## src/rtl/per_arb_pkg.sv

```systemverilog
// Shared types and sizing helpers for the peripheral master arbiter.
// Default widths of the request-field struct match the top-level parameter defaults.
package per_arb_pkg;

   localparam int PER_NB_REQ = 2;
   localparam int PER_ADDR_W = 32;
   localparam int PER_DATA_W = 32;
   localparam int PER_BE_W   = PER_DATA_W / 8;

   typedef logic [$clog2(PER_NB_REQ)-1:0] req_idx_t;

   typedef struct packed {
      logic [PER_ADDR_W-1:0] add;
      logic                  wen;
      logic [PER_DATA_W-1:0] wdata;
      logic [PER_BE_W-1:0]   be;
   } per_req_t;

   // Pointer/index width that never collapses to zero bits.
   function automatic int ptr_width(input int depth);
      return (depth > 2) ? $clog2(depth) : 1;
   endfunction

endpackage

```

## src/rtl/per_arb_id_fifo.sv

```systemverilog
// In-order FIFO of granted requester indices; head is read combinationally.
// Depth must be a power of two so the pointers wrap naturally.
module per_arb_id_fifo
   import per_arb_pkg::*;
#(
   parameter int WIDTH = 1,
   parameter int DEPTH = 4
) (
   input  logic             clk_i,
   input  logic             rst_i,
   input  logic             push_i,
   input  logic [WIDTH-1:0] data_i,
   input  logic             pop_i,
   output logic             full_o,
   output logic             empty_o,
   output logic [WIDTH-1:0] head_o
);

   localparam int PW = ptr_width(DEPTH);

   logic [WIDTH-1:0] mem_q [DEPTH];
   logic [PW-1:0]    wr_ptr_q, wr_ptr_d;
   logic [PW-1:0]    rd_ptr_q, rd_ptr_d;
   logic [PW:0]      cnt_q, cnt_d;
   logic             do_push, do_pop;

   assign full_o  = (cnt_q == (PW+1)'(DEPTH));
   assign empty_o = (cnt_q == '0);
   assign head_o  = mem_q[rd_ptr_q];
   assign do_push = push_i && !full_o;
   assign do_pop  = pop_i && !empty_o;

   always_comb begin
      wr_ptr_d = do_push ? wr_ptr_q + 1'b1 : wr_ptr_q;
      rd_ptr_d = do_pop  ? rd_ptr_q + 1'b1 : rd_ptr_q;
      cnt_d    = cnt_q + (PW+1)'(do_push) - (PW+1)'(do_pop);
   end

   always_ff @(posedge clk_i or posedge rst_i) begin
      if (rst_i) begin
         wr_ptr_q <= '0;
         rd_ptr_q <= '0;
         cnt_q    <= '0;
      end else begin
         wr_ptr_q <= wr_ptr_d;
         rd_ptr_q <= rd_ptr_d;
         cnt_q    <= cnt_d;
      end
   end

   always_ff @(posedge clk_i) begin
      if (do_push) mem_q[wr_ptr_q] <= data_i;
   end

endmodule

```

## src/rtl/per_master_arbiter.sv

```systemverilog
// Round-robin arbiter with hold-until-grant lock sharing one peripheral master port.
// Define PER_ARB_PRIO0_EN to give requester 0 fixed highest priority.
module per_master_arbiter
   import per_arb_pkg::*;
#(
   parameter int NB_REQ          = PER_NB_REQ,
   parameter int ADDR_WIDTH      = PER_ADDR_W,
   parameter int DATA_WIDTH      = PER_DATA_W,
   parameter int MAX_OUTSTANDING = 4,
   localparam int BE_WIDTH       = DATA_WIDTH / 8
) (
   input  logic                         clk_i,
   input  logic                         rst_i,
   input  logic [NB_REQ-1:0]            slv_req_i,
   input  logic [NB_REQ*ADDR_WIDTH-1:0] slv_add_i,
   input  logic [NB_REQ-1:0]            slv_wen_i,
   input  logic [NB_REQ*DATA_WIDTH-1:0] slv_wdata_i,
   input  logic [NB_REQ*BE_WIDTH-1:0]   slv_be_i,
   output logic [NB_REQ-1:0]            slv_gnt_o,
   output logic [NB_REQ-1:0]            slv_r_valid_o,
   output logic                         slv_r_opc_o,
   output logic [DATA_WIDTH-1:0]        slv_r_rdata_o,
   output logic                         per_req_o,
   output logic [ADDR_WIDTH-1:0]        per_add_o,
   output logic                         per_wen_o,
   output logic [DATA_WIDTH-1:0]        per_wdata_o,
   output logic [BE_WIDTH-1:0]          per_be_o,
   input  logic                         per_gnt_i,
   input  logic                         per_r_valid_i,
   input  logic                         per_r_opc_i,
   input  logic [DATA_WIDTH-1:0]        per_r_rdata_i,
   output logic                         busy_o,
   output logic                         err_o
);

   localparam int IDX_W = ptr_width(NB_REQ);
   typedef logic [IDX_W-1:0] idx_t;

`ifdef PER_ARB_PRIO0_EN
   localparam bit PRIO0 = 1'b1;
`else
   localparam bit PRIO0 = 1'b0;
`endif

   idx_t     rr_ptr_q, rr_ptr_d, lock_idx_q, lock_idx_d, winner, fifo_head, ptr_inc;
   logic     lock_q, lock_d, err_q, err_d;
   logic     found, hs, pop, fifo_full, fifo_empty;
   per_req_t sel;
   int       idx;

   // A pending lock wins as long as its requester keeps req high.
   always_comb begin
      winner = '0;
      found  = 1'b0;
      idx    = 0;
      if (lock_q && slv_req_i[lock_idx_q]) begin
         winner = lock_idx_q;
         found  = 1'b1;
      end else if (PRIO0 && slv_req_i[0]) begin
         winner = '0;
         found  = 1'b1;
      end else begin
         for (int k = 0; k < NB_REQ; k++) begin
            idx = (int'(rr_ptr_q) + k) % NB_REQ;
            if (!found && slv_req_i[idx] && (!PRIO0 || idx != 0)) begin
               winner = idx_t'(idx);
               found  = 1'b1;
            end
         end
      end
   end

   always_comb begin
      sel.add   = slv_add_i[winner*ADDR_WIDTH +: ADDR_WIDTH];
      sel.wen   = slv_wen_i[winner];
      sel.wdata = slv_wdata_i[winner*DATA_WIDTH +: DATA_WIDTH];
      sel.be    = slv_be_i[winner*BE_WIDTH +: BE_WIDTH];
   end

   assign per_req_o   = found && !fifo_full && !rst_i;
   assign per_add_o   = sel.add;
   assign per_wen_o   = sel.wen;
   assign per_wdata_o = sel.wdata;
   assign per_be_o    = sel.be;
   assign hs          = per_req_o && per_gnt_i;
   assign pop         = per_r_valid_i && !fifo_empty;

   assign slv_r_opc_o   = per_r_opc_i;
   assign slv_r_rdata_o = per_r_rdata_i;
   assign busy_o        = !rst_i && ((|slv_req_i) || !fifo_empty);
   assign err_o         = err_q;

   generate
      for (genvar gi = 0; gi < NB_REQ; gi++) begin : g_steer
         assign slv_gnt_o[gi]     = hs  && (winner == idx_t'(gi));
         assign slv_r_valid_o[gi] = pop && (fifo_head == idx_t'(gi));
      end
   endgenerate

   // In priority mode index 0 is outside the rotation, so the pointer skips it.
   always_comb begin
      ptr_inc  = (int'(winner) == NB_REQ - 1) ? idx_t'(PRIO0) : winner + 1'b1;
      rr_ptr_d = rr_ptr_q;
      if (hs && !(PRIO0 && winner == '0)) rr_ptr_d = ptr_inc;
      lock_d     = per_req_o && !per_gnt_i;
      lock_idx_d = winner;
      err_d      = per_r_valid_i && fifo_empty;
   end

   always_ff @(posedge clk_i or posedge rst_i) begin
      if (rst_i) begin
         rr_ptr_q   <= '0;
         lock_q     <= 1'b0;
         lock_idx_q <= '0;
         err_q      <= 1'b0;
      end else begin
         rr_ptr_q   <= rr_ptr_d;
         lock_q     <= lock_d;
         lock_idx_q <= lock_idx_d;
         err_q      <= err_d;
      end
   end

   per_arb_id_fifo #(
      .WIDTH (IDX_W),
      .DEPTH (MAX_OUTSTANDING)
   ) u_id_fifo (
      .clk_i   (clk_i),
      .rst_i   (rst_i),
      .push_i  (hs),
      .data_i  (winner),
      .pop_i   (pop),
      .full_o  (fifo_full),
      .empty_o (fifo_empty),
      .head_o  (fifo_head)
   );

endmodule

```

## config.mk

```make
export PLATFORM = sky130hd
export DESIGN_NAME = per_master_arbiter
export DESIGN_NICKNAME = d
export VERILOG_FILES = /design/src/rtl/per_arb_pkg.sv /design/src/rtl/per_arb_id_fifo.sv /design/src/rtl/per_master_arbiter.sv
export SDC_FILE = /design/constraint.sdc
export NUM_CORES = 1
export LEC_CHECK = 0
export ABC_AREA = 1
export BUFFER_PORTS_ARGS = -buffer_cell sky130_fd_sc_hd__buf_2
export CAP_MARGIN = 20
export CORE_AREA = 2 2 110 112
export CTS_BUF_LIST = sky130_fd_sc_hd__clkbuf_16
export DETAILED_ROUTE_END_ITERATION = 16
export DIE_AREA = 0 0 112 114
export PLACE_DENSITY_LB_ADDON = 0.3
export SLEW_MARGIN = 20
export SYNTH_ARGS = -nofsm -noshare
export SYNTH_HDL_FRONTEND = slang
export SYNTH_SLANG_ARGS = --single-unit
```

## constraint.sdc

```tcl
create_clock -name clk_i -period 3.1 [get_ports clk_i]
set_input_delay 0.775 -clock clk_i [delete_from_list [all_inputs] [get_ports clk_i]]
set_output_delay 0.775 -clock clk_i [all_outputs]
set_load 0.05 [all_outputs]
```

# == Word level (Yosys, flattened, before mapping) ==
# Memories as Yosys holds them, arrays and structs flattened.
# Index checks and enable logic that the tools add are counted.
# totals
regBits,11
latch_bits,0
mem_bits_rw,4
rom_bits,0
out_inout_bits,109
elab_cells,67
n_memories,1
# mem_list
name,words,word_bits,read_ports,rd_ports_with_merged_regs,write_ports,line_no,rtl
u_id_fifo.mem_q,4,1,1,0,1,per_arb_id_fifo.sv:21,logic [WIDTH-1:0] mem_q [DEPTH];
# op_classes
n_addsub,6
mul,0
div_mod_pow,0
magnitude_cmp,4
eq_ne,1
shifts,3
mux,19
bitwise_logic,3
n_reduce_logical,23
# op_table
cell,n
$shiftx 64x7->32,2
$mux 1,19
$logic_and 1x1->1,15
$shiftx 8x4->4,1
$lt 1x2->1 const B,3
$logic_not 1->1,5
$add 2x1->2 const B,2
$add 3x1->3,1
$eq 3x3->1 const B,1
$logic_not 3->1,1
$lt 2x3->1 const B,1
$sub 3x1->3,1
$add 1x1->1 const B,2
$not 1->1,2
$reduce_or 2->1,1
$and 1x1->1 const A,1
$logic_or 1x1->1,1

# == Longest topological paths before layout ==
# depth
ltp_word,14
ltp_mapped,11

# == By module ==
# Synthesis repeated with hierarchy kept, for this count alone.
# hier_totals
hier_cells,366
hier_area_um2,2192.1
# by_module_without_submodules
mod,n_inst,cells_each,area_each_um2
per_master_arbiter,1,294,1536.5
per_arb_id_fifo,1,72,655.6

# == Worst setup path before layout ==
# No wires, ideal clock.
# synth_path
path_type,in2out
start,input slv_req_i[0]
end,output busy_o
t_arrival_ns,1.908
path_slack_ns,0.417
cell_stages,2
path_cell_list,nor2_1 > o21ai_0
# synth_between
elab_chain_cells,3
# synth_rtl
item,line_no,rtl
start: declaration,per_master_arbiter.sv:14,"input logic [NB_REQ-1:0] slv_req_i,"
$reduce_or 2->1,per_master_arbiter.sv:90,assign busy_o = !rst_i && ((|slv_req_i) || !fifo_empty);
$logic_or 1x1->1,per_master_arbiter.sv:90,
$logic_and 1x1->1,per_master_arbiter.sv:90,
end: declaration,per_master_arbiter.sv:32,"output logic busy_o,"
# Every way passes these cells.

# == Worst setup path after layout ==
# layout_path
start,input slv_req_i[0]
end,output per_add_o[9]
# layout_between
elab_chain_cells,9
elab_cells_between_ends,16
cone_classes,1 x shift; 12 x mux; 3 x reduce/logical
# layout_rtl
item,line_no,rtl
$mux 1 (implied by the code) (2 in series),per_master_arbiter.sv:65,if (!found && slv_req_i[idx] && (!PRIO0 || idx != 0)) begin
$mux 1,per_master_arbiter.sv:65,
$mux 1,per_master_arbiter.sv:56,if (lock_q && slv_req_i[lock_idx_q]) begin
$logic_not 1->1,per_master_arbiter.sv:65,
$logic_and 1x1->1,per_master_arbiter.sv:65,
$mux 1,per_master_arbiter.sv:65,
$mux 1 *,per_master_arbiter.sv:56,
$shiftx 64x7->32 *,per_master_arbiter.sv:74,sel.add = slv_add_i[winner*ADDR_WIDTH +: ADDR_WIDTH];
end: declaration,per_master_arbiter.sv:24,"output logic [ADDR_WIDTH-1:0] per_add_o,"
# Mark *: on every way between the ends. The rest lies on a longest branch, timed or not. The select of a mux whose other input is x is not followed.

==> results.yml <==
run_status:
  outcome: "complete, no violations"
yosys:
  syn_inst: 343
  mappedNetlistNets: 527
  synthesis.area_sq_mm: 0.001958
  synth-seq-area-share_pct: 20.19
  ys_warn_count: 0
  synth-seq-cells: 15
  synth.distinct_cells: 22
  syn_area_per_cell_sq_um: 5.709
setup_path:
  crit_slowest_cell: "buf_4"
  reg2reg_slack_ps: 810
  arrival_ps: 1870
  critPathKind: "in2out"
  crit_path_start_kind: "input pin"
  cp-end-kind: "output port"
  path_cells: "buf_2 > nand3_2 > nand2_4 > buf_4 > nand2_1 > nand2_1 > buf_2"
  reg2reg_depth: 11
  path_max_fanout: 39
  critPathMaxStageDelay_ps: 330
  reg2reg_to: "u_id_fifo.cnt_q[2]"
  r2r-start: "u_id_fifo.cnt_q[1]"
  cp.required_ps: 2320
detailed_routing:
  drt_iter0_markers: 72
  vias: 2601
  dr.pass1.iters: 4
  totalWireLength_um: 7126
  avgViaCountPerCell: 3.882
  drc_errors: 0
  ant_nets: 0
  post_drt_wl_per_cell_um: 10.64
pwr:
  p_per_area_mw_per_mm2: 630.4
  p_int_uw: 799.6
  clkPwrFrac_pct: 13.1
  netSwitchingPower_uw: 1092
  power_frac_comb_pct: 69.9
  switching_share_pct: 57.72
  ir_drop_v: 0.0004202
  pwr-share-seq_pct: 17.1
  p_leak_uw: 0.001989
clocking:
  cts.clk_slew.worst_paths_ps: 50
  clock_path_buffers: 2
  cts_sinks: 15
  ctsResizeCount: 0
  hold_buffers: 0
  cts_tree: "yes"
  clk-insertion-delay-late_ps: 240
  cts-buffers-inserted: 3
  htree_levels: 1
  post_cts_buffers: 0
  cts_root_buf: "clkbuf_16"
timing:
  rsz0062_at_grt: "false"
  setup_tns_ps: 0
  period_needed_ps: 2640
  finalHoldViolations: 0
  fin_crit_sh_pct: 85.17
  slew_headroom_pct: 75.44
  fin_ws_ps: 459.7
  timing.fmax_ghz: 0.3787
  finClkSkew_ps: 1.280
  slew_violations: 0
  setup_violations: 0
  worstMarginPinSlew_ps: 368.4
global_route:
  grt_max_degree: 75
  track_usage_pct: 10.16
  first_global_vias: 2274
  antenna_found_initial: 0
  overflow: 0
  grt_pass1_wl_um: 10720
cells_and_area:
  nets: 708
  final_layout_size_suffix_gt1_share_pct: 44.36
  syn_to_final_growth_pct: 53.23
  antennaDiodeCount: 0
floorplan:
  io_pins: 286
  die_area_sq_mm: 0.01277
  start_util_pct: 16.72
  coreArea_sq_mm: 0.01171
  die_x_um: 112
  die_h_um: 114
  rows: 40
placement:
  gp_congestion: 0.7520
  port_buffers: 219
  dp_hpwl_um: 6031
  post-place-ws_ps: 437.2
hold_path:
  min-delay-start: "rr_ptr_q"
  holdPathEnd: "rr_ptr_q"
  worstHoldPathType: "reg2reg"
  hold_depth: 2
run:
  cap_violations: 0
[stage by stage]
| stage | std cells | utilization (%) | area, sq um | total power [uW] | hold slack, ps |
|---|---|---|---|---|---|
| after floorplan | 343 | - | 1958 | 1457 | 449.4 |
| after global placement | 666 | 24.95 | 2922 | 1643 | 472.3 |
| after detailed placement | 666 | 24.95 | 2922 | 1661 | 481.2 |
| after CTS | 670 | 25.62 | 3000 | 1920 | 493.6 |
| after global routing | 670 | 25.62 | 3000 | 2034 | 526.7 |
| final | 670 | 25.62 | 3000 | 1891 | 487.8 |
[cell usage in the layout, fill, tap and decap left out, types with 2 or more instances in the layout]
cell type  instances
ha_1               6
o21ai_0            3
buf_12             2
edfxtp_1           4
clkbuf_16          3
xnor2_1            3
inv_1             22
nand3_1            2
nor2_1             9
nand4_1            2
nor2_2             2
nand2_1          224
buf_4              4
buf_2            218
dfrtp_1           11
[how the worst max path moves through the flow]
stage	startpoint	end	slack [ps]	depth (start not counted)
4_1_cts	slv_req_i[0]	per_add_o[30]	430	7
3_3_place_gp	slv_req_i[0]	per_add_o[9]	460	7
3_5_place_dp	slv_req_i[0]	per_add_o[30]	440	7
5_1_grt	slv_req_i[0]	per_wdata_o[22]	330	7
2_1_floorplan	slv_req_i[0]	busy_o	420	2
6_report	slv_req_i[0]	per_add_o[9]	460	7
[kinds of logic after synthesis]
group           synth area share [%]
fa+ha+maj                      4.856
buf+inv                        23.83
simple gates                   47.92
compound gates                 1.405
flops                          20.19
xor+xnor                       1.789
[routing by layer]
metal | global-route usage, % | vias to the layer above | part of all wire [%]
met5 | 0 | - | 0
met4 | 2.602 | 0 | 1.2
met3 | 2.497 | 6 | 7.7
met2 | 18.63 | 127 | 52
met1 | 11.90 | 1123 | 39
li1 | - | 1345 | -
[final cells by class]
cell class	instances	area (sq um)
Multi-Input combinational cell	258	1096
Timing Repair Buffer	224	1161
Clock inverter	1	3.754
Sequential cell	15	395.4
Fill cell	1361	8711
Inverter	22	85.08
Clock buffer	3	75.07
Tap cell	147	183.9
[state kept, by name, indices dropped and copies added, names as in the netlist]
| register | cells |
|---|---|
| u_id_fifo.mem_q | 4 |
| u_id_fifo.cnt_q | 3 |
| u_id_fifo.rd_ptr_q | 2 |
| u_id_fifo.wr_ptr_q | 2 |
| err_o | 1 |
| lock_idx_q | 1 |
| lock_q | 1 |
| rr_ptr_q | 1 |
[critical path, delay by kind of cell]
kind                   cells  cell delay [ps]
buffers and inverters      3              700
AND/OR/NAND/NOR            4              370
[power groups by stage]
stage / registers, uW / clock network, uW / logic, uW
6_report: 323 / 247 / 1320
5_1_grt: 333 / 265 / 1440
4_1_cts: 324 / 259 / 1340
3_5_place_dp: 325 / 0 / 1340
3_3_place_gp: 323 / 0 / 1320
2_1_floorplan: 315 / 0 / 1140
[cell usage after synthesis]
cell	count	share of area (%)
nand4_1	2	0.64
inv_4	1	0.32
nor2_1	9	1.7
o211ai_1	1	0.38
o21ai_0	3	0.77
nor2_2	2	0.64
buf_2	2	0.51
a21oi_1	1	0.26
dfrtp_1	11	14
fa_1	1	1.0
edfxtp_1	4	6.1
xnor2_1	3	1.3
nand3b_1	1	0.38
nand2_1	224	43
inv_1	21	4.0
buf_4	39	15
nand3_2	1	0.51
ha_1	6	3.8
nand2_4	1	0.58
buf_6	7	4.0
nand3_1	2	0.51
xor2_1	1	0.45
Power figures use the tool's default switching activity.
